`config.mk`:
```
export PLATFORM = sky130hd
export DESIGN_NAME = lcd_text_stream
export DESIGN_NICKNAME = d
export VERILOG_FILES = /design/src/rtl/lcd_text_pkg.sv /design/src/rtl/char_fifo.sv /design/src/rtl/lcd_text_stream.sv
export SDC_FILE = /design/constraint.sdc
export NUM_CORES = 1
export LEC_CHECK = 0
export CORE_MARGIN = 2
export CORE_UTILIZATION = 30
export DETAILED_ROUTE_END_ITERATION = 10
export SYNTH_ARGS = -nofsm -noshare
export SYNTH_HDL_FRONTEND = slang
export SYNTH_SLANG_ARGS = --single-unit
```
`constraint.sdc`:
```
create_clock -name sys_clk -period 6.85 [get_ports sys_clk]
set_clock_uncertainty 0.1 [all_clocks]
set_input_delay 1.7125 -clock sys_clk [delete_from_list [all_inputs] [get_ports sys_clk]]
set_output_delay 1.7125 -clock sys_clk [all_outputs]
set_load 0.02 [all_outputs]
```
`src/rtl/lcd_text_pkg.sv`:
```
// Shared definitions for the LCD text stream sequencer.
//   - Font cell sizes for the two glyph sizes of lcd_show_char.
//   - Sequencer state encoding.
//   - ASCII control codes. These are interpreted only when the design is
//     built with LCD_TEXT_CTRL_EN defined.
//   - Coordinate clamp helper for externally loaded cursor positions.
package lcd_text_pkg;

  localparam logic [4:0] FONT_W_SMALL = 5'd6;
  localparam logic [4:0] FONT_W_LARGE = 5'd8;
  localparam logic [4:0] FONT_H_SMALL = 5'd12;
  localparam logic [4:0] FONT_H_LARGE = 5'd16;

  typedef enum logic [1:0] {
    ST_IDLE      = 2'd0,
    ST_ISSUE     = 2'd1,
    ST_WAIT_DONE = 2'd2,
    ST_ADVANCE   = 2'd3
  } state_t;

  localparam logic [7:0] ASCII_BS = 8'h08;
  localparam logic [7:0] ASCII_LF = 8'h0A;
  localparam logic [7:0] ASCII_CR = 8'h0D;

  // An off-screen coordinate is pulled back to the origin.
  function automatic logic [8:0] clamp_coord(input logic [8:0] v, input logic [9:0] limit);
    return ({1'b0, v} >= limit) ? 9'd0 : v;
  endfunction

endpackage

```
`src/rtl/char_fifo.sv`:
```
// Synchronous FIFO with show-ahead read.
//   - head always presents the oldest entry; pop discards it.
//   - A push while full or a pop while empty is ignored.
//   - A push and a pop in the same cycle leave the level unchanged.
// Ports:
//   clk, rst_n        clock, asynchronous active-low reset
//   push, push_data   write request and data
//   pop               remove the head entry
//   head              oldest entry (undefined while empty)
//   level             occupancy, 0..DEPTH
//   full, empty       occupancy flags
module char_fifo #(
  parameter int WIDTH = 8,
  parameter int DEPTH = 16
) (
  input  logic                     clk,
  input  logic                     rst_n,
  input  logic                     push,
  input  logic [WIDTH-1:0]         push_data,
  input  logic                     pop,
  output logic [WIDTH-1:0]         head,
  output logic [$clog2(DEPTH):0]   level,
  output logic                     full,
  output logic                     empty
);
  localparam int AW = $clog2(DEPTH);
  localparam int LW = AW + 1;

  logic [WIDTH-1:0] mem_r [DEPTH];
  logic [AW-1:0]    wr_ptr_r;
  logic [AW-1:0]    rd_ptr_r;
  logic [LW-1:0]    level_r;
  logic             wr_en_s;
  logic             rd_en_s;

  assign full    = (level_r == LW'(DEPTH));
  assign empty   = (level_r == {LW{1'b0}});
  assign wr_en_s = push && !full;
  assign rd_en_s = pop && !empty;
  assign head    = mem_r[rd_ptr_r];
  assign level   = level_r;

  // Storage array; contents are don't-care until written.
  always_ff @(posedge clk) begin
    if (wr_en_s) begin
      mem_r[wr_ptr_r] <= push_data;
    end
  end

  // Pointers and occupancy; pointers wrap naturally since DEPTH is a power of two.
  always_ff @(posedge clk or negedge rst_n) begin
    if (!rst_n) begin
      wr_ptr_r <= {AW{1'b0}};
      rd_ptr_r <= {AW{1'b0}};
      level_r  <= {LW{1'b0}};
    end else begin
      if (wr_en_s) begin
        wr_ptr_r <= wr_ptr_r + AW'(1);
      end
      if (rd_en_s) begin
        rd_ptr_r <= rd_ptr_r + AW'(1);
      end
      case ({wr_en_s, rd_en_s})
        2'b10:   level_r <= level_r + LW'(1);
        2'b01:   level_r <= level_r - LW'(1);
        default: level_r <= level_r;
      endcase
    end
  end

endmodule

```
`src/rtl/lcd_text_stream.sv`:
```
// Character-stream sequencer in front of lcd_show_char.
// ASCII bytes are buffered in a FIFO. Each byte is issued as one
// show_char_flag pulse at the current cursor. The sequencer then waits for
// show_char_done and advances the cursor, with row and screen wrap.
// Optional build macro: LCD_TEXT_CTRL_EN. When it is defined, LF, CR and BS
// move the cursor and are never drawn.
// Ports:
//   sys_clk, sys_rst_n              clock, asynchronous active-low reset
//   init_done                       panel ready; gates issuing
//   char_valid/char_data/char_ready push interface
//   cursor_set/cursor_x/cursor_y    cursor load, clamped to the screen
//   en_size                         0: 12x6 font, 1: 16x8 font
//   show_char_done                  glyph finished by lcd_show_char
//   show_char_flag/ascii_num/start_x/start_y  glyph request
//   busy, fifo_level                status
module lcd_text_stream
  import lcd_text_pkg::*;
#(
  parameter int FIFO_DEPTH = 16,
  parameter int SCREEN_W   = 128,
  parameter int SCREEN_H   = 160
) (
  input  logic       sys_clk,
  input  logic       sys_rst_n,
  input  logic       init_done,
  input  logic       char_valid,
  input  logic [7:0] char_data,
  output logic       char_ready,
  input  logic       cursor_set,
  input  logic [8:0] cursor_x,
  input  logic [8:0] cursor_y,
  input  logic       en_size,
  input  logic       show_char_done,
  output logic       show_char_flag,
  output logic [7:0] ascii_num,
  output logic [8:0] start_x,
  output logic [8:0] start_y,
  output logic       busy,
  output logic [4:0] fifo_level
);
  localparam int         LW    = $clog2(FIFO_DEPTH) + 1;
  localparam logic [9:0] SCR_W = 10'(SCREEN_W);
  localparam logic [9:0] SCR_H = 10'(SCREEN_H);

  state_t        state_r;
  logic [8:0]    cur_x_r;
  logic [8:0]    cur_y_r;
  logic [4:0]    w_r;
  logic [4:0]    h_r;
  logic          init_d_r;
  logic          skip_adv_r;

  logic          pop_s;
  logic          full_s;
  logic          empty_s;
  logic [7:0]    head_s;
  logic [LW-1:0] level_s;
  logic          init_rise_s;
  logic          start_s;
  logic          is_ctrl_s;
  logic          skip_set_s;
  logic [4:0]    cw_s;
  logic [4:0]    ch_s;
  logic [9:0]    x_sum_s;
  logic [9:0]    y_row_s;
  logic [9:0]    lf_y_s;
  logic [8:0]    adv_x_s;
  logic [8:0]    adv_y_s;
  logic [8:0]    lf_y_wrap_s;
  logic [8:0]    bs_x_s;
  logic [8:0]    eff_x_s;
  logic [8:0]    eff_y_s;

  assign pop_s = (state_r == ST_ISSUE);

  char_fifo #(.WIDTH(8), .DEPTH(FIFO_DEPTH)) u_fifo (
    .clk       (sys_clk),
    .rst_n     (sys_rst_n),
    .push      (char_valid),
    .push_data (char_data),
    .pop       (pop_s),
    .head      (head_s),
    .level     (level_s),
    .full      (full_s),
    .empty     (empty_s)
  );

  assign char_ready = ~full_s;
  assign fifo_level = 5'(level_s);
  assign busy       = (state_r != ST_IDLE) || (level_s != {LW{1'b0}});

  assign init_rise_s = init_done & ~init_d_r;
  assign start_s     = (state_r == ST_IDLE) && init_done && !empty_s;
  // The cursor returns to the origin on the init_done rising edge. A glyph
  // issued in that same cycle must therefore already use the origin.
  assign eff_x_s     = init_rise_s ? 9'd0 : cur_x_r;
  assign eff_y_s     = init_rise_s ? 9'd0 : cur_y_r;
  // A cursor load made while a glyph is pending replaces that glyph's
  // advance, so the load positions the next glyph exactly.
  assign skip_set_s  = (cursor_set && (start_s || state_r == ST_ISSUE || state_r == ST_WAIT_DONE))
                    || (init_rise_s && (state_r == ST_ISSUE || state_r == ST_WAIT_DONE));

`ifdef LCD_TEXT_CTRL_EN
  assign is_ctrl_s = (head_s == ASCII_LF) || (head_s == ASCII_CR) || (head_s == ASCII_BS);
`else
  assign is_ctrl_s = 1'b0;
`endif

  // Cursor after a drawn glyph: step right, wrap to next row, wrap to top.
  always_comb begin
    x_sum_s = {1'b0, cur_x_r} + {5'd0, w_r};
    if ((x_sum_s + {5'd0, w_r}) > SCR_W) begin
      adv_x_s = 9'd0;
      y_row_s = {1'b0, cur_y_r} + {5'd0, h_r};
    end else begin
      adv_x_s = x_sum_s[8:0];
      y_row_s = {1'b0, cur_y_r};
    end
    if ((y_row_s + {5'd0, h_r}) > SCR_H) begin
      adv_y_s = 9'd0;
    end else begin
      adv_y_s = y_row_s[8:0];
    end
  end

  // Live font size plus cursor targets for line feed and backspace.
  always_comb begin
    cw_s   = en_size ? FONT_W_LARGE : FONT_W_SMALL;
    ch_s   = en_size ? FONT_H_LARGE : FONT_H_SMALL;
    lf_y_s = {1'b0, cur_y_r} + {5'd0, ch_s};
    if ((lf_y_s + {5'd0, ch_s}) > SCR_H) begin
      lf_y_wrap_s = 9'd0;
    end else begin
      lf_y_wrap_s = lf_y_s[8:0];
    end
    if ({1'b0, cur_x_r} >= {5'd0, cw_s}) begin
      bs_x_s = cur_x_r - {4'd0, cw_s};
    end else begin
      bs_x_s = 9'd0;
    end
  end

  // Sequencer FSM, cursor and glyph request outputs.
  always_ff @(posedge sys_clk or negedge sys_rst_n) begin
    if (!sys_rst_n) begin
      state_r        <= ST_IDLE;
      cur_x_r        <= 9'd0;
      cur_y_r        <= 9'd0;
      w_r            <= FONT_W_SMALL;
      h_r            <= FONT_H_SMALL;
      init_d_r       <= 1'b0;
      skip_adv_r     <= 1'b0;
      show_char_flag <= 1'b0;
      ascii_num      <= 8'd0;
      start_x        <= 9'd0;
      start_y        <= 9'd0;
    end else begin
      init_d_r       <= init_done;
      show_char_flag <= 1'b0;
      case (state_r)
        ST_IDLE: begin
          skip_adv_r <= 1'b0;
          if (start_s) begin
            state_r <= ST_ISSUE;
            if (!is_ctrl_s) begin
              show_char_flag <= 1'b1;
              ascii_num      <= head_s;
              start_x        <= eff_x_s;
              start_y        <= eff_y_s;
            end
          end
        end
        ST_ISSUE: begin
          w_r <= cw_s;
          h_r <= ch_s;
          if (is_ctrl_s) begin
            state_r <= ST_IDLE;
            case (head_s)
              ASCII_LF: begin
                cur_x_r <= 9'd0;
                cur_y_r <= lf_y_wrap_s;
              end
              ASCII_CR: cur_x_r <= 9'd0;
              ASCII_BS: cur_x_r <= bs_x_s;
              default:  cur_x_r <= cur_x_r;
            endcase
          end else begin
            state_r <= ST_WAIT_DONE;
          end
        end
        ST_WAIT_DONE: begin
          if (show_char_done) begin
            state_r <= ST_ADVANCE;
          end
        end
        ST_ADVANCE: begin
          if (!skip_adv_r) begin
            cur_x_r <= adv_x_s;
            cur_y_r <= adv_y_s;
          end
          skip_adv_r <= 1'b0;
          state_r    <= ST_IDLE;
        end
        default: state_r <= ST_IDLE;
      endcase
      // Later assignments win: explicit load beats reinit, reinit beats advance.
      if (init_rise_s) begin
        cur_x_r <= 9'd0;
        cur_y_r <= 9'd0;
      end
      if (cursor_set) begin
        cur_x_r <= clamp_coord(cursor_x, SCR_W);
        cur_y_r <= clamp_coord(cursor_y, SCR_H);
      end
      if (skip_set_s) begin
        skip_adv_r <= 1'b1;
      end
    end
  end

endmodule

```
# ---- Word-level counts from Yosys, hierarchy flattened
# Memories as Yosys holds them, arrays and structs flattened. A register that Yosys moved wholly into a read port is not among the register bits.
# Cells that the tools add are included.
dict set report op_classes {
  addsub 8
  n_lt_le_gt_ge 4
  n_eq_ne 9
  n_mux 27
  n_bitwise 3
  n_reduce_logical 25
}
# cell count
set op_table {}
lappend op_table {{9-bit two-way mux} 14}
lappend op_table {{10-bit by 5-bit adder with 10-bit output} 2}
lappend op_table {{9-bit by 5-bit adder with 10-bit output} 2}
lappend op_table {{10-bit by 8-bit greater-than comparator with 1-bit output, second input constant} 2}
lappend op_table {{9-bit by 8-bit greater-or-equal comparator with 1-bit output, second input constant} 2}
lappend op_table {{10-bit two-way mux} 1}
lappend op_table {{5-bit one-hot mux with 2 select lines} 1}
lappend op_table {{4-bit by 1-bit adder with 4-bit output, second input constant} 2}
lappend op_table {{2-bit one-hot mux with 4 select lines} 1}
lappend op_table {{2-bit == test, second input constant} 3}
lappend op_table {{1-bit logical AND} 6}
lappend op_table {{1-bit two-way mux} 6}
lappend op_table {{2-bit AND reduction} 3}
lappend op_table {{2-bit nonzero test} 3}
lappend op_table {{5-bit by 1-bit adder with 5-bit output, second input constant} 1}
lappend op_table {{5-bit == test, second input constant} 1}
lappend op_table {{5-bit zero test} 1}
lappend op_table {{1-bit logical OR} 5}
lappend op_table {{5-bit two-way mux} 1}
lappend op_table {{5-bit nonzero test} 1}
lappend op_table {{5-bit by 1-bit subtractor with 5-bit output, second input constant} 1}
lappend op_table {{2-bit by 1-bit == test with 1-bit output, second input constant} 2}
lappend op_table {{2-bit two-way mux} 2}
lappend op_table {{4-bit two-way mux} 1}
lappend op_table {{other kinds (8)} 12}
dict set report word_totals {
  ff_bits 64
  mem_bits_rw 128
  word_cells 90
  n_memories 1
}
# name depth word_bits read_ports rd_ports_with_merged_regs wr line
set mem_list {}
lappend mem_list {u_fifo.mem_r 16 8 1 1 1 char_fifo.sv:29} ;# logic [WIDTH-1:0] mem_r [DEPTH];

# ---- Longest topological paths before layout
# Gate-level depths: netlist (run 1).
dict set report logic_depth {
  word_depth 11
  depth_mapped 23
  mapped_depth_nobuf 22
}

# ---- Modules after synthesis
# From an unflattened synthesis (run 1), not the netlist that was laid out.
dict set report hier_totals {
  hier_cells 678
  area_unflattened_um2 8956.1
}
# module instances cells_per_inst area_each_um2
set modules_own_cells {}
lappend modules_own_cells {char_fifo 1 332 5779.3}
lappend modules_own_cells {lcd_text_stream 1 346 3176.8}

# ---- Worst setup path after synthesis (run 1)
# Ideal clock, no wire load.
dict set report synth_timing {
  kind {register to register}
  start {reg h_r[3]}
  end {reg cur_y_r[8]}
  setup_time_ns 0.095
  arrival_time_ns 5.143
  path_slack_ns 1.512
  stages_incl_launch_ff 24
  n_path_buf 1
  synth_period_minus_slack_ns 5.338
  cell_sequence {dfstp_2 ha_1 fa_1 ha_1 a21oi_1 xnor2_1 o41ai_1 o31ai_1 a21bo_2 buf_4 nand2_1 nand2_1 ha_1 fa_1 nor4_1 nand2_1 and2_1 nor2_1 a211o_1 o21ai_0 a211oi_1 a22oi_1 or2_1 o31ai_1}
}
dict set report synth_between {
  elab_chain_cells 9
}
# element line
set synth_lines {}
lappend synth_lines {{start: declaration} lcd_text_stream.sv:49} ;# logic [4:0] h_r;
lappend synth_lines {{start signal: assignment} lcd_text_stream.sv:175} ;# h_r <= ch_s;
lappend synth_lines {{9-bit by 5-bit adder with 10-bit output} lcd_text_stream.sv:114} ;# y_row_s = {1'b0, cur_y_r} + {5'd0, h_r};
lappend synth_lines {{10-bit two-way mux} lcd_text_stream.sv:112} ;# if ((x_sum_s + {5'd0, w_r}) > SCR_W) begin
lappend synth_lines {{10-bit by 5-bit adder with 10-bit output} lcd_text_stream.sv:119} ;# if ((y_row_s + {5'd0, h_r}) > SCR_H) begin
lappend synth_lines {{10-bit by 8-bit greater-than comparator with 1-bit output} lcd_text_stream.sv:119}
lappend synth_lines {{9-bit two-way mux (*)} lcd_text_stream.sv:119}
lappend synth_lines {{9-bit two-way mux (*)} lcd_text_stream.sv:197} ;# if (!skip_adv_r) begin
lappend synth_lines {{9-bit two-way mux (*)} lcd_text_stream.sv:160} ;# case (state_r)
lappend synth_lines {{9-bit two-way mux (*)} lcd_text_stream.sv:207} ;# if (init_rise_s) begin
lappend synth_lines {{9-bit two-way mux (*)} lcd_text_stream.sv:211} ;# if (cursor_set) begin
lappend synth_lines {{end signal: assignment} lcd_text_stream.sv:181} ;# cur_y_r <= lf_y_wrap_s;
lappend synth_lines {{end signal: assignment} lcd_text_stream.sv:199} ;# cur_y_r <= adv_y_s;
lappend synth_lines {{end signal: assignment} lcd_text_stream.sv:213} ;# cur_y_r <= clamp_coord(cursor_y, SCR_H);
lappend synth_lines {{end: declaration} lcd_text_stream.sv:47} ;# logic [8:0] cur_y_r;
# Mark *: on every way between the ends. The rest lies on a longest branch, timed or not. The select of a mux whose other input is x is not followed.
# A chain may end at the register's enable or synchronous reset.

# ---- Final worst setup path (run 1)
# Ends and elaborated chain as after synthesis.

==> results of run 1 <==
-- cells in the mapped netlist, types with 4 or more instances --
cell type,count,area (µm²)
xnor2_1,14,123
buf_1,8,30.0
o31ai_1,7,52.6
o21ai_0,22,110
inv_1,16,60.1
a21o_1,7,52.6
a21oi_1,16,80.1
edfxtp_1,128,3840
mux4_2,40,901
xor2_1,5,43.8
a22o_1,6,52.6
nand2_1,78,293
nand2b_1,6,37.5
fa_1,4,80.1
mux2_2,10,113
dfrtp_1,63,1580
nor2b_1,5,31.3
and2_1,7,43.8
nand3_1,18,90.1
a22oi_1,4,30.0
nor3_1,10,50.1
clkbuf_1,16,60.1
nor4_1,4,25.0
ha_1,26,325
nor2_1,33,124
-- placed cells by master, fill, tap and decap left out, drive strengths merged, types with 3 or more instances in the layout --
cell	count
edfxtp	128
nand2	78
clkdlybuf4s50	65
dfrtp	63
mux4	40
nor2	34
ha	26
inv	24
o21ai	23
nand3	18
clkbuf	18
a21oi	16
xnor2	14
mux2	10
nor3	10
buf	10
and2	7
o31ai	7
a21o	7
nand2b	6
a22o	6
clkinv	6
xor2	5
nor2b	5
a211oi	5
nor4	4
a22oi	4
fa	4
o22ai	3
nand4	3
a31o	3
mux2i	3
-- power by group through the flow --
stage	sequential [W]	combinational [W]	clock, W
2_1_floorplan	0.00169	0.00109	0
3_3_place_gp	0.00167	0.00162	0
3_5_place_dp	0.00168	0.00164	0
4_1_cts	0.00165	0.00165	0.00101
5_1_grt	0.00169	0.00179	0.00105
6_report	0.00165	0.00162	0.000983
-- routing by layer --
metal	global-route usage	vias up	wire length [µm]
met5	0	-	0
met4	0.0371	0	180
met3	0.0258	16	749
li1	-	2438	-
met1	0.170	2613	8500
met2	0.215	115	9370
-- worst register-to-register path: stages, from the launching register on --
cell	delay, ns
dfstp_2	0.71
ha_1	0.26
fa_1	0.45
ha_1	0.29
a21oi_1	0.27
xnor2_1	0.16
o41ai_1	0.08
o31ai_1	0.44
a21bo_2	0.41
nand2_1	0.09
nand2_1	0.10
ha_1	0.20
fa_1	0.42
nor4_1	0.33
nand2_1	0.11
and2_1	0.19
nor2_1	0.09
a211o_1	0.12
o21ai_0	0.07
a211oi_1	0.26
a22oi_1	0.23
or2_1	0.26
o31ai_1	0.18
-- state kept, by name (all words and copies together) (netlist names), 4 cells and up --
name and cells:
ascii_num 8, cur_x_r 9, cur_y_r 9, start_x 9, start_y 9, u_fifo.level 5, u_fifo.mem_r 128, u_fifo.rd_ptr_r 4
u_fifo.wr_ptr_r 4
-- final timing paths --
| check | startpoint | end | cells after the start |
|---|---|---|---|
| worst max register to register | h_r[3]$_DFFE_PN1P_ | cur_y_r[8]$_DFFE_PN0P_ | 22 |
| min in group asynchronous | sys_rst_n | u_fifo.wr_ptr_r[1]$_DFFE_PN0P_ | 2 |
| worst min-delay path | start_x[5]$_DFFE_PN0P_ | start_x[5]$_DFFE_PN0P_ | 2 |
| max in group asynchronous | sys_rst_n | u_fifo.rd_ptr_r[0]$_DFFE_PN0P_ | 2 |
| worst max-delay path | h_r[3]$_DFFE_PN1P_ | cur_y_r[8]$_DFFE_PN0P_ | 22 |
| worst min register to register | start_x[5]$_DFFE_PN0P_ | start_x[5]$_DFFE_PN0P_ | 2 |
-- area by class of cell --
type,count,area [µm²],share of cell area
multi-input combinational,373,3110,0.298
clock inverter,14,158,0.0151
timing repair buffer,75,723,0.0695
tap,384,480,0.0462
clock buffer,18,429,0.0412
sequential,192,5450,0.523
inverter,17,63.8,0.00613
-- cells by family (layout without fill, tap and decap cells) --
logic type | Yosys count | after routing | share of synthesized area
compound gates | 97 | 97 | 0.0803
xor+xnor | 19 | 19 | 0.0191
fa+ha+maj | 30 | 30 | 0.0465
buf+inv | 43 | 124 | 0.0191
flops | 192 | 192 | 0.625
mux | 53 | 53 | 0.120
simple gates | 174 | 174 | 0.0899
-- per-stage QoR --
step           power [W]  cell area (µm²)  hold slack [ns]
4_1_cts          0.00431            10400            0.372
5_1_grt          0.00453            10400            0.403
2_1_floorplan    0.00278             8710            0.377
3_3_place_gp     0.00330             9820            0.349
6_report         0.00425            10400            0.366
3_5_place_dp     0.00332             9820            0.356
==> results.yml, run 1 <==
cts:
  cts_max_level: 4
  cts_resized: 0
  insertion_delay_ns: 0.44
  cts_tree: "yes"
  cts_root_buffer: "clkbuf_16"
  cts_made_buffers: 17
  clock_sinks: 192
  clk_path_buf_depth: 2
  postCtsSetupRepairBufs: 0
  clk_pin_slew_worst_paths_ns: 0.07
  holdBufCountCts: 0
global_route:
  grt.overflow.total: 0
  grt_max_degree: 65
  grt_pass1_vias: 5337
  grt_use_total: 0.129
  grt_pass1_wl_um: 30200
  antenna_found_initial: 0
critical_path:
  critPathKind: "flop to flop"
  reg2reg_slack_ns: 0.92
  critPathTopFamily: "compound AO/OA/AOI/OAI gates"
  cp.arrival_ns: 6.16
  critPathCaptureType: "flop"
  cpMaxStageDelayCell: "dfstp_2"
  critPathBufInv: 0
  crit_path_start_kind: "flop"
  crit_required_ns: 7.09
  path_cells: "ha_1 > fa_1 > ha_1 > a21oi_1 > xnor2_1 > o41ai_1 > o31ai_1 > a21bo_2 > nand2_1 > nand2_1 > ha_1 > fa_1 > nor4_1 > nand2_1 > and2_1 > nor2_1 > a211o_1 > o21ai_0 > a211oi_1 > a22oi_1 > or2_1 > o31ai_1"
  slowest_delay_ns: 0.71
  cp_max_fo: 13
sta:
  finalHoldViolCount: 0
  maxSlewHeadroom: 0.427
  finalCritPeriodShare: 0.865
  period_minus_slack_ns: 5.93
  setup_viol: 0
  fmax_mhz: 169
  fin_ws_ns: 0.925
  tns_ns: 0
  tightest_slew_ns: 0.857
  slew_violations: 0
  grt_setup_unrepaired: "false"
yosys:
  ys.flop_type: "edfxtp_1"
  seq_area_frac_synth: 0.625
  synth_warnings: 0
  syn-instance-count: 608
  synth_nets: 671
  avgSynthCellArea_um2: 14.3
  synth_edf_count: 128
  synthArstFlopShare: 0.333
  synth_area_um2: 8710
  yosysUniqueCellTypes: 61
  ys_ff_latch: 192
placement:
  place_ws_ns: 0.957
  hpwl_um: 12900
  placed_cells: 1041
  port_buffers: 66
  gp_congestion: 0.856
floorplanning:
  pin_count: 67
  chipHeight_um: 174
  die_x_um: 174
  core_um2: 28600
  std_cell_rows: 62
  start_util: 0.304
  die_area_um2: 30400
detailed_routing:
  wire_per_inst_um: 17.5
  vias: 5182
  drtIter0Drc: 365
  viasPerCell: 4.83
  drt-total-wl_um: 18800
  firstDrtPassIters: 5
  ant_nets: 0
  drc: 0
power:
  clock_power_share: 0.231
  p_int_w: 0.00273
  seq_power_share: 0.388
  power-per-cell-area_nw_per_um2: 408
  p_sw_w: 0.00152
  p_leak_nw: 3.81
  sw_frac_of_total: 0.358
  ir_drop_mv: 0.192
  comb_power_share: 0.381
cells_and_area:
  diodes: 0
  stdcell_count: 1073
  fin_nets: 739
  final_util: 0.364
  area_growth_pct: 19.4
  drive_gt1_frac: 0.154
  nFillCells: 2727
worst_hold_path:
  min_path_type: "flop to flop"
run_status:
  status: "complete, no violations"
run:
  maxCapViolCount: 0
No activity file was read; power rests on OpenSTA's default activity.
==> run 2, diff against run 1 <==
--- a/config.mk
+++ b/config.mk
@@ -8,6 +8,8 @@
 export CORE_MARGIN = 2
 export CORE_UTILIZATION = 30
 export DETAILED_ROUTE_END_ITERATION = 10
+export HOLD_SLACK_MARGIN = 0.08
+export PLACE_DENSITY_LB_ADDON = 0.3
 export SYNTH_ARGS = -nofsm -noshare
 export SYNTH_HDL_FRONTEND = slang
 export SYNTH_SLANG_ARGS = --single-unit
==> constraint.sdc (replaced) <==
create_clock -name sys_clk -period 5.93 [get_ports sys_clk]
set_clock_uncertainty 0.1 [all_clocks]
set_input_delay 1.4825 -clock sys_clk [delete_from_list [all_inputs] [get_ports sys_clk]]
set_output_delay 1.4825 -clock sys_clk [all_outputs]
set_load 0.02 [all_outputs]
==> run 2 against run 1 <==
- final cell count is 0.28% higher
- largest power group unchanged
- sequential share of layout area is 0.35 points lower
- clock power is 20% higher
- die area stayed put
- critical endpoint unchanged
==> results.yml, run 2 (synthesis gave the netlist of run 1 again) <==
sta:
  hold-worst-slack_ns: 0.369
  maxSlewHeadroom: 0.394
  slew_violations: 0
  fmax_mhz: 183
  tightest_slew_ns: 0.909
  tns_ns: 0
  finalCritPeriodShare: 0.921
  grt_setup_unrepaired: "false"
  finalHoldViolCount: 0
  period_minus_slack_ns: 5.46
  setup_viol: 0
detailed_routing:
  wire_per_inst_um: 17.4
  ant_nets: 0
  drtIter0Drc: 387
  drc: 0
  drt-total-wl_um: 18700
  firstDrtPassIters: 4
  vias: 5100
  viasPerCell: 4.74
global_route:
  antenna_found_initial: 0
  grt_use_total: 0.131
  grt_pass1_vias: 5368
  grt.overflow.total: 0
  grt_max_degree: 40
  grt_pass1_wl_um: 30700
critical_path:
  crit_path_start_kind: "flop"
  cpMaxStageDelayCell: "dfstp_2"
  cp_max_fo: 12
  crit_required_ns: 6.17
  cpMostUsedCell: "a21oi_1"
  critPathBufInv: 1
  critPathKind: "flop to flop"
  critPathCaptureType: "flop"
  path_cells: "buf_4 > fa_1 > ha_1 > a21oi_1 > xnor2_1 > o41ai_1 > o31ai_2 > a21bo_2 > nand2_1 > nand2_1 > ha_1 > fa_1 > a21oi_1 > nor2_1 > a32o_1 > a21oi_1 > o22ai_1 > a211oi_1 > a22oi_2 > or2_1 > o31ai_1"
  critPathTopFamily: "compound AO/OA/AOI/OAI gates"
  cp.arrival_ns: 5.70
  reg2reg_slack_ns: 0.47
  slowest_delay_ns: 0.53
floorplanning:
  die_x_um: 174
  start_util: 0.304
  core_um2: 28600
  die_area_um2: 30400
  std_cell_rows: 62
  chipHeight_um: 174
  pin_count: 67
cells_and_area:
  final_common_cell: "edfxtp_1"
  regMostFlops: "u_fifo.mem_r"
  fin_nets: 742
  diodes: 0
  largest_reg_flops: 128
  drive_gt1_frac: 0.159
  final_cell_mix: "128 x edfxtp_1, 78 x nand2_1, 65 x clkdlybuf4s50_1, 62 x dfrtp_1, 40 x mux4_2"
  final_util: 0.366
  area_growth_pct: 20.2
placement:
  port_buffers: 66
  gp_congestion: 0.858
  hpwl_um: 13100
cts:
  clock_sinks: 192
  cts_made_buffers: 17
  clk_pin_slew_worst_paths_ns: 0.08
  insertion_delay_ns: 0.44
  clk_path_buf_depth: 2
  cts_tree: "yes"
  cts_root_buffer: "clkbuf_16"
  cts_max_level: 4
worst_hold_path:
  min_path_type: "flop to flop"
power:
  ir_drop_mv: 0.259
  p_leak_nw: 3.85
  power-per-cell-area_nw_per_um2: 473
run_status:
  status: "complete, no violations"
run:
  maxCapViolCount: 0
[run 2: area by class of cell]
type                    instances  area [µm²]
flip-flops and latches        192        5450
repair buffers                 78         746
well taps                     384         480
inverters                      17        63.8
clock inverters                15         196
multi-input cells             373        3120
clock buffers                  17         425
fillers                      2717       18100
[run 2: report_power, final]
group	switching (W)	leakage (nW)	internal [W]	total, W
sequential	0.000203	1.97	0.00169	0.00190
clock	0.000595	0.301	0.000584	0.00118
combinational	0.000990	1.58	0.000893	0.00188
[run 2: path summary, 6_finish.rpt]
check	from	end	cells past startpoint
worst max-delay path	h_r[3]$_DFFE_PN1P_	cur_y_r[8]$_DFFE_PN0P_	21
worst min-delay path	start_y[7]$_DFFE_PN0P_	start_y[7]$_DFFE_PN0P_	2
worst max register to register	h_r[3]$_DFFE_PN1P_	cur_y_r[8]$_DFFE_PN0P_	21
worst min register to register	start_y[7]$_DFFE_PN0P_	start_y[7]$_DFFE_PN0P_	2
max in group asynchronous	sys_rst_n	h_r[3]$_DFFE_PN1P_	2
min in group asynchronous	sys_rst_n	cur_y_r[0]$_DFFE_PN0P_	1
[run 2: per-stage QoR]
step	cell area (µm²)	setup slack [ns]	power [W]	instances
6_report	10500	0.468	0.00496	1076
3_3_place_gp	9840	0.511	0.00381	1044
2_1_floorplan	8710	0.592	0.00322	608
3_5_place_dp	9840	0.333	0.00384	1044
4_1_cts	10500	0.355	0.00503	1076
5_1_grt	10500	0.0226	0.00530	1076
[run 2: layer usage]
metal  up-vias  wire [µm]  global-route usage
met1      2547       8550               0.175
met4         0        295              0.0431
met2        92       9270               0.216
met3        20        634              0.0243
li1       2441          -                   -
met5         -          0                   0
[run 2: what timing repair did]
item / in CTS / in global routing
gates resized for setup: 0 / 3
buffers inserted: 0 / 0
hold buffers: 0 / 0
setup endpoints to repair: 0 / 8
[run 2: worst min-delay path: stages (launching register included)]
cell,delay [ns]
dfrtp_1,0.35
nand2_1,0.05
nand2_1,0.05
==> run 3, diff against run 2 <==
--- a/config.mk
+++ b/config.mk
@@ -5,6 +5,7 @@
 export SDC_FILE = /design/constraint.sdc
 export NUM_CORES = 1
 export LEC_CHECK = 0
+export CAP_MARGIN = 20
 export CORE_MARGIN = 2
 export CORE_UTILIZATION = 30
 export DETAILED_ROUTE_END_ITERATION = 10
==> results of run 3 <==
Final layout, timing and power as in run 2 (identical DEF).
==> patch 1 (flow settings as in run 2) <==
Encoding of `state_t`: now one-hot (4 bits for 4 states).
--- a/src/rtl/lcd_text_pkg.sv
+++ b/src/rtl/lcd_text_pkg.sv
@@ -11,11 +11,11 @@
   localparam logic [4:0] FONT_H_SMALL = 5'd12;
   localparam logic [4:0] FONT_H_LARGE = 5'd16;
 
-  typedef enum logic [1:0] {
-    ST_IDLE      = 2'd0,
-    ST_ISSUE     = 2'd1,
-    ST_WAIT_DONE = 2'd2,
-    ST_ADVANCE   = 2'd3
+  typedef enum logic [3:0] {
+    ST_IDLE      = 4'b0001,
+    ST_ISSUE     = 4'b0010,
+    ST_WAIT_DONE = 4'b0100,
+    ST_ADVANCE   = 4'b1000
   } state_t;
 
   localparam logic [7:0] ASCII_BS = 8'h08;
Formal check against the unedited RTL: no difference found for any inputs over 10 cycles, from zero or initial values and one cycle with sys_rst_n low; not proved beyond that.
==> patch 1 against run 2 <==
  * Cell area grew 0.62%
  * Count of clock-buffer cells in the layout stayed put
  * Power is 0.52% higher
  * Area after synthesis grew 1.3%
  * Worst setup slack lost 0.081 ns
  * First-iteration DRC count up 9.6%
  * Cell count rose by 0.56%
  * Sequential cell count is 2 higher
  * Via count rose by 2.8%
  * Hold slack worse by 0.0033 ns
  * Routed wire length increased by 1.7%
  * Die area increased by 1.3%
==> patch 1: results (changes against run 2) <==
run_status:
  outcome: "complete, no violations"  # unchanged
pwr:
  p_sw_w: 0.00178  # was 0.00179 W
  vdd_ir_drop_max_v: 0.000231  # was 0.000259 V
  clkPwrFrac: 0.242  # was 0.238
  leakage_power_nw: 3.88  # was 3.85 nW
placement:
  numPlacedInstances: 1049  # was 1,044
  detailedPlace.worstSlack_ns: 0.278  # was 0.333 ns
  gp_congestion: 0.825  # was 0.858
  dpl.hpwl_um: 12900  # was 13,100 µm
drt:
  highest-signal-layer: "met4"  # unchanged
  drtPass1Iterations: 5  # was 4
  first_iter_violations: 424  # was 387
  wl_met1_um: 8620  # was 8550 µm
  post_drt_via_cell_ratio: 4.84  # was 4.74
  num_vias: 5241  # was 5,100
  wirelength_um: 19100  # was 18,700 µm
  detailroute.wirelength.met3_um: 758  # was 634 µm
  wl_met2_um: 9490  # was 9270 µm
grt:
  groute.layer.met1.usage: 0.166  # was 0.175
  vias_in_the_first_global_route: 5306  # was 5,368
  grt_pass1_wl_um: 30200  # was 30,700 µm
  grtUsageTotal: 0.128  # was 0.131
  largest_net_degree_at_the_start_of_global_routing: 67  # was 40
  globalRouteMet2Util: 0.215  # was 0.216
  grtUsageMet3: 0.0288  # was 0.0243
logic_synthesis:
  most_used_standard_cells_in_the_synthesized_netlist: "sky130_fd_sc_hd__edfxtp_1 (128), sky130_fd_sc_hd__nand2_1 (69), sky130_fd_sc_hd__dfrtp_1 (64), sky130_fd_sc_hd__mux4_2 (40), sky130_fd_sc_hd__nor2_1 (35)"  # was sky130_fd_sc_hd__edfxtp_1 (128), sky130_fd_sc_hd__nand2_1 (78), sky130_fd_sc_hd__dfrtp_1 (63), sky130_fd_sc_hd__mux4_2 (40), sky130_fd_sc_hd__nor2_1 (33)
  synthDistinctLibCells: 61  # unchanged
  async_reset_ff_frac: 0.340  # was 0.333
  netlist_top_cells_area: "sky130_fd_sc_hd__edfxtp_1 (44%), sky130_fd_sc_hd__dfrtp_1 (18%), sky130_fd_sc_hd__mux4_2 (10%)"  # unchanged
  ys_seq_area_frac: 0.623  # was 0.625
  syn_nets: 681  # was 671
worst_setup_path:
  cp_max_fo: 8  # was 12
  setup.worst_path.start: "cur_x_r[1]"  # was h_r[3]
  critical-path-top-delay-family: "adder cells"  # was compound AO/OA/AOI/OAI gates
  arrival_ns: 5.76  # was 5.70 ns
  r2r_cells: 21  # unchanged
  r2r-end: "cur_y_r[0]"  # was cur_y_r[8]
  critical_path.slowest_cell: "sky130_fd_sc_hd__fa_1"  # was sky130_fd_sc_hd__dfstp_2
min_path:
  hold-path-endpoint: "start_x[4]"  # was start_y[7]
  worstHoldStart: "start_x[4]"  # was start_y[7]
clocking:
  hold_buffers: 0  # unchanged
  clk_latency_ns: 0.44  # about the same
timing:
  worst_slack_ns: 0.387  # was 0.468 ns
  actual_transition_at_the_worst_max_transition_pin_ns: 0.918  # was 0.909 ns
finish:
  number_of_fill_cells: 2788  # was 2,717
  layout.nets: 744  # was 742
  largest_register_ff_count: 128  # unchanged
  drive_gt1_frac: 0.156  # was 0.159
## patch 1: cell count changes in the layout (fill, tap and decap cells not counted), moves of 3 or more
cell / delta
sky130_fd_sc_hd__o31ai_1: -5
sky130_fd_sc_hd__a21oi_1: +13
sky130_fd_sc_hd__a21o_1: +8
sky130_fd_sc_hd__nand2_1: -9
sky130_fd_sc_hd__a221oi_1: +3
sky130_fd_sc_hd__nor2b_1: -5
sky130_fd_sc_hd__a31o_2: -3
sky130_fd_sc_hd__o21ai_0: -6
sky130_fd_sc_hd__nand3_1: +14
sky130_fd_sc_hd__ha_1: -5
sky130_fd_sc_hd__nand4_1: +3
sky130_fd_sc_hd__a22o_1: -5
## patch 1: logic make-up after synthesis
group / count (synthesis) / synth area share
muxes: 54 / 0.120
DFF: 194 / 0.623
adders and majority gates: 27 / 0.0422
buffers and inverters: 50 / 0.0235
xor gates and xnor gates: 21 / 0.0224
AOI/OAI and AO/OA: 94 / 0.0724
and+or+nand+nor: 182 / 0.0970
## patch 1: area by class of cell
class	count	area (µm²)	share of cell area
Sequential cell	194	5500	0.522
Timing Repair Buffer	77	741	0.0703
Multi-Input combinational cell	378	3130	0.297
Clock buffer	17	425	0.0403
Inverter	17	63.8	0.00605
Tap cell	384	480	0.0456
Clock inverter	15	200	0.0190
## patch 1: stage by stage
stage | hold WS (ns) | total power (W) | utilization | instance area [µm²]
after floorplan | 0.397 | 0.00322 | - | 8830
after global placement | 0.350 | 0.00379 | 0.343 | 9900
after detailed placement | 0.355 | 0.00381 | 0.343 | 9900
after CTS | 0.372 | 0.00504 | 0.365 | 10500
after global routing | 0.402 | 0.00531 | 0.365 | 10500
final | 0.366 | 0.00498 | 0.365 | 10500
## patch 1: what timing repair did
item                       CTS  global route
resized for setup            0             1
setup endpoints to repair    0             3
buffers inserted             0             1
==> patch 2 (config.mk and constraints of run 2) <==
Without the edit above. The parameter `FIFO_DEPTH` goes from 16 to 32.
--- a/src/rtl/lcd_text_stream.sv
+++ b/src/rtl/lcd_text_stream.sv
@@ -16,7 +16,7 @@
 module lcd_text_stream
   import lcd_text_pkg::*;
 #(
-  parameter int FIFO_DEPTH = 16,
+  parameter int FIFO_DEPTH = 32,
   parameter int SCREEN_W   = 128,
   parameter int SCREEN_H   = 160
 ) (
Behaviour: same outputs for any inputs over 4 cycles, from zero or initial values and one cycle with sys_rst_n low; that may be too few to reach the edited logic, so the function may still have changed.
==> patch 2 against run 2 <==
  * Non-clock buffer count rose by 30
  * Power rose by 73%
  * Utilization fell by 0.087 points
  * Cell area rose by 62%
  * Area after synthesis rose by 61%
  * Routed wire length rose by 77%
  * Sequential cell count rose by 131
  * Fmax fell by 6.5%
  * Count of clock-buffer cells in the layout rose by 40
  * Worst setup slack got worse by 0.38 ns
  * Critical path type unchanged
  * Largest power group is now combinational logic
  * Highest routed layer unchanged
==> patch 2: results (changes against run 2) <==
run_status:
  outcome: "complete, no violations"  # unchanged
placement:
  dpl.hpwl_um: 21300  # was 13,100 µm
  numPlacedInstances: 1519  # was 1,044
  placed_cell_area_mm2: 0.0155  # was 0.00984 mm²
  gp_congestion: 0.853  # was 0.858
finish:
  largest_register_ff_count: 256  # was 128
  drive_gt1_frac: 0.226  # was 0.159
  layout.nets: 1020  # was 742
  number_of_fill_cells: 4353  # was 2,717
worst_setup_path:
  cp_max_fo: 4  # was 12
  cpPeakStageDelay_ns: 0.54
  r2r_cells: 23  # was 21
  critical-path-top-delay-family: "simple AND/OR/NAND/NOR gates"  # was compound AO/OA/AOI/OAI gates
  critical_path.slowest_cell: "sky130_fd_sc_hd__or4_4"  # was sky130_fd_sc_hd__dfstp_2
logic_synthesis:
  async_reset_ff_frac: 0.207  # was 0.333
  ys_seq_area_frac: 0.669  # was 0.625
  synthDistinctLibCells: 73  # was 61
  post_synth.cell_area_avg_um2: 16.3  # was 14.3 µm²
  synth_edf_count: 256  # was 128
  most_used_standard_cells_in_the_synthesized_netlist: "sky130_fd_sc_hd__edfxtp_1 (256), sky130_fd_sc_hd__mux4_2 (80), sky130_fd_sc_hd__nand2_1 (74), sky130_fd_sc_hd__dfrtp_1 (66), sky130_fd_sc_hd__nor2_1 (52)"  # was sky130_fd_sc_hd__edfxtp_1 (128), sky130_fd_sc_hd__nand2_1 (78), sky130_fd_sc_hd__dfrtp_1 (63), sky130_fd_sc_hd__mux4_2 (40), sky130_fd_sc_hd__nor2_1 (33)
  syn_nets: 920  # was 671
  netlist_top_cells_area: "sky130_fd_sc_hd__edfxtp_1 (55%), sky130_fd_sc_hd__mux4_2 (13%), sky130_fd_sc_hd__dfrtp_1 (12%)"  # was sky130_fd_sc_hd__edfxtp_1 (44%), sky130_fd_sc_hd__dfrtp_1 (18%), sky130_fd_sc_hd__mux4_2 (10%)
grt:
  largest_net_degree_at_the_start_of_global_routing: 68  # was 40
  vias_in_the_first_global_route: 7885  # was 5,368
  grtUsageTotal: 0.139  # was 0.131
  grt_pass1_wl_um: 50200  # was 30,700 µm
pwr:
  leakage_power_nw: 5.81  # was 3.85 nW
  vdd_ir_drop_max_v: 0.000256  # was 0.000259 V
drt:
  detail_route.wl_per_cell_um: 20.9  # was 17.4 µm
  post_drt_via_cell_ratio: 4.92  # was 4.74
  first_iter_violations: 698  # was 387
  wirelength_um: 33300  # was 18,700 µm
  drtPass1Iterations: 5  # was 4
clocking:
  cts-root-to-sink-buffers: 3  # was 2
  clk_latency_ns: 0.54  # was 0.44 ns
  cts.clk_slew.worst_paths_ns: 0.06  # was 0.08 ns
timing:
  relSlewSlack: 0.367  # was 0.394
[patch 2: cells by family (layout without fill, tap and decap cells)]
group	Yosys count	count (layout)	share of synthesized area
buffers and inverters	68	196	0.0199
DFF	323	323	0.669
AOI/OAI and AO/OA	124	124	0.0620
adders and majority gates	30	30	0.0290
muxes	96	96	0.141
and+or+nand+nor	196	196	0.0671
xor gates and xnor gates	20	20	0.0125
[patch 2: power by group]
group          leakage [nW]  total [W]  internal [W]  switching, W
Sequential             3.16    0.00310       0.00274      0.000354
Clock                 0.579    0.00226       0.00134      0.000915
Combinational          2.07    0.00322       0.00156       0.00166
Total                  5.81    0.00857       0.00564       0.00293
[patch 2: area by class of cell]
type / instances / area (µm²) / area share
Sequential cell: 323 / 9370 / 0.554
Multi-Input combinational cell: 466 / 4530 / 0.267
Clock buffer: 57 / 1070 / 0.0633
Timing Repair Buffer: 108 / 977 / 0.0577
Tap cell: 607 / 759 / 0.0449
Clock inverter: 9 / 136 / 0.00806
Inverter: 22 / 82.6 / 0.00488
[patch 2: through the flow]
stage	total power (W)	worst slack (ns)
2_1_floorplan	0.00508	-0.261
3_3_place_gp	0.00614	-0.140
3_5_place_dp	0.00617	-0.235
4_1_cts	0.00850	0.000855
5_1_grt	0.00904	-0.0960
6_report	0.00857	0.0886
[patch 2: what timing repair did]
item | 4_1_cts | 5_1_grt
resized for setup | 2 | 21
pin swaps | 5 | 9
buffers inserted | 6 | 1
setup endpoints to repair | 8 | 8
[patch 2: final timing paths]
| path | start | to | slack (ns) |
|---|---|---|---|
| max reg2reg | w_r[2] | cur_y_r[3] | 0.09 |
| min reg2reg | start_y[3] | start_y[3] | 0.36 |
| max | w_r[2] | cur_y_r[3] | 0.09 |
| min | start_y[3] | start_y[3] | 0.36 |
| max in group asynchronous | sys_rst_n | u_fifo.rd_ptr_r[0] | 4.01 |
| min in group asynchronous | sys_rst_n | u_fifo.level[3] | 1.00 |
[patch 2: per-layer routing]
metal / part of all wire / GRT usage / wire length, µm
met1: 0.46 / 0.197 / 15400
met3: 0.051 / 0.0261 / 1690
met4: 0.014 / 0.0304 / 464
met5: 0 / 0 / 0
met2: 0.47 / 0.221 / 15700
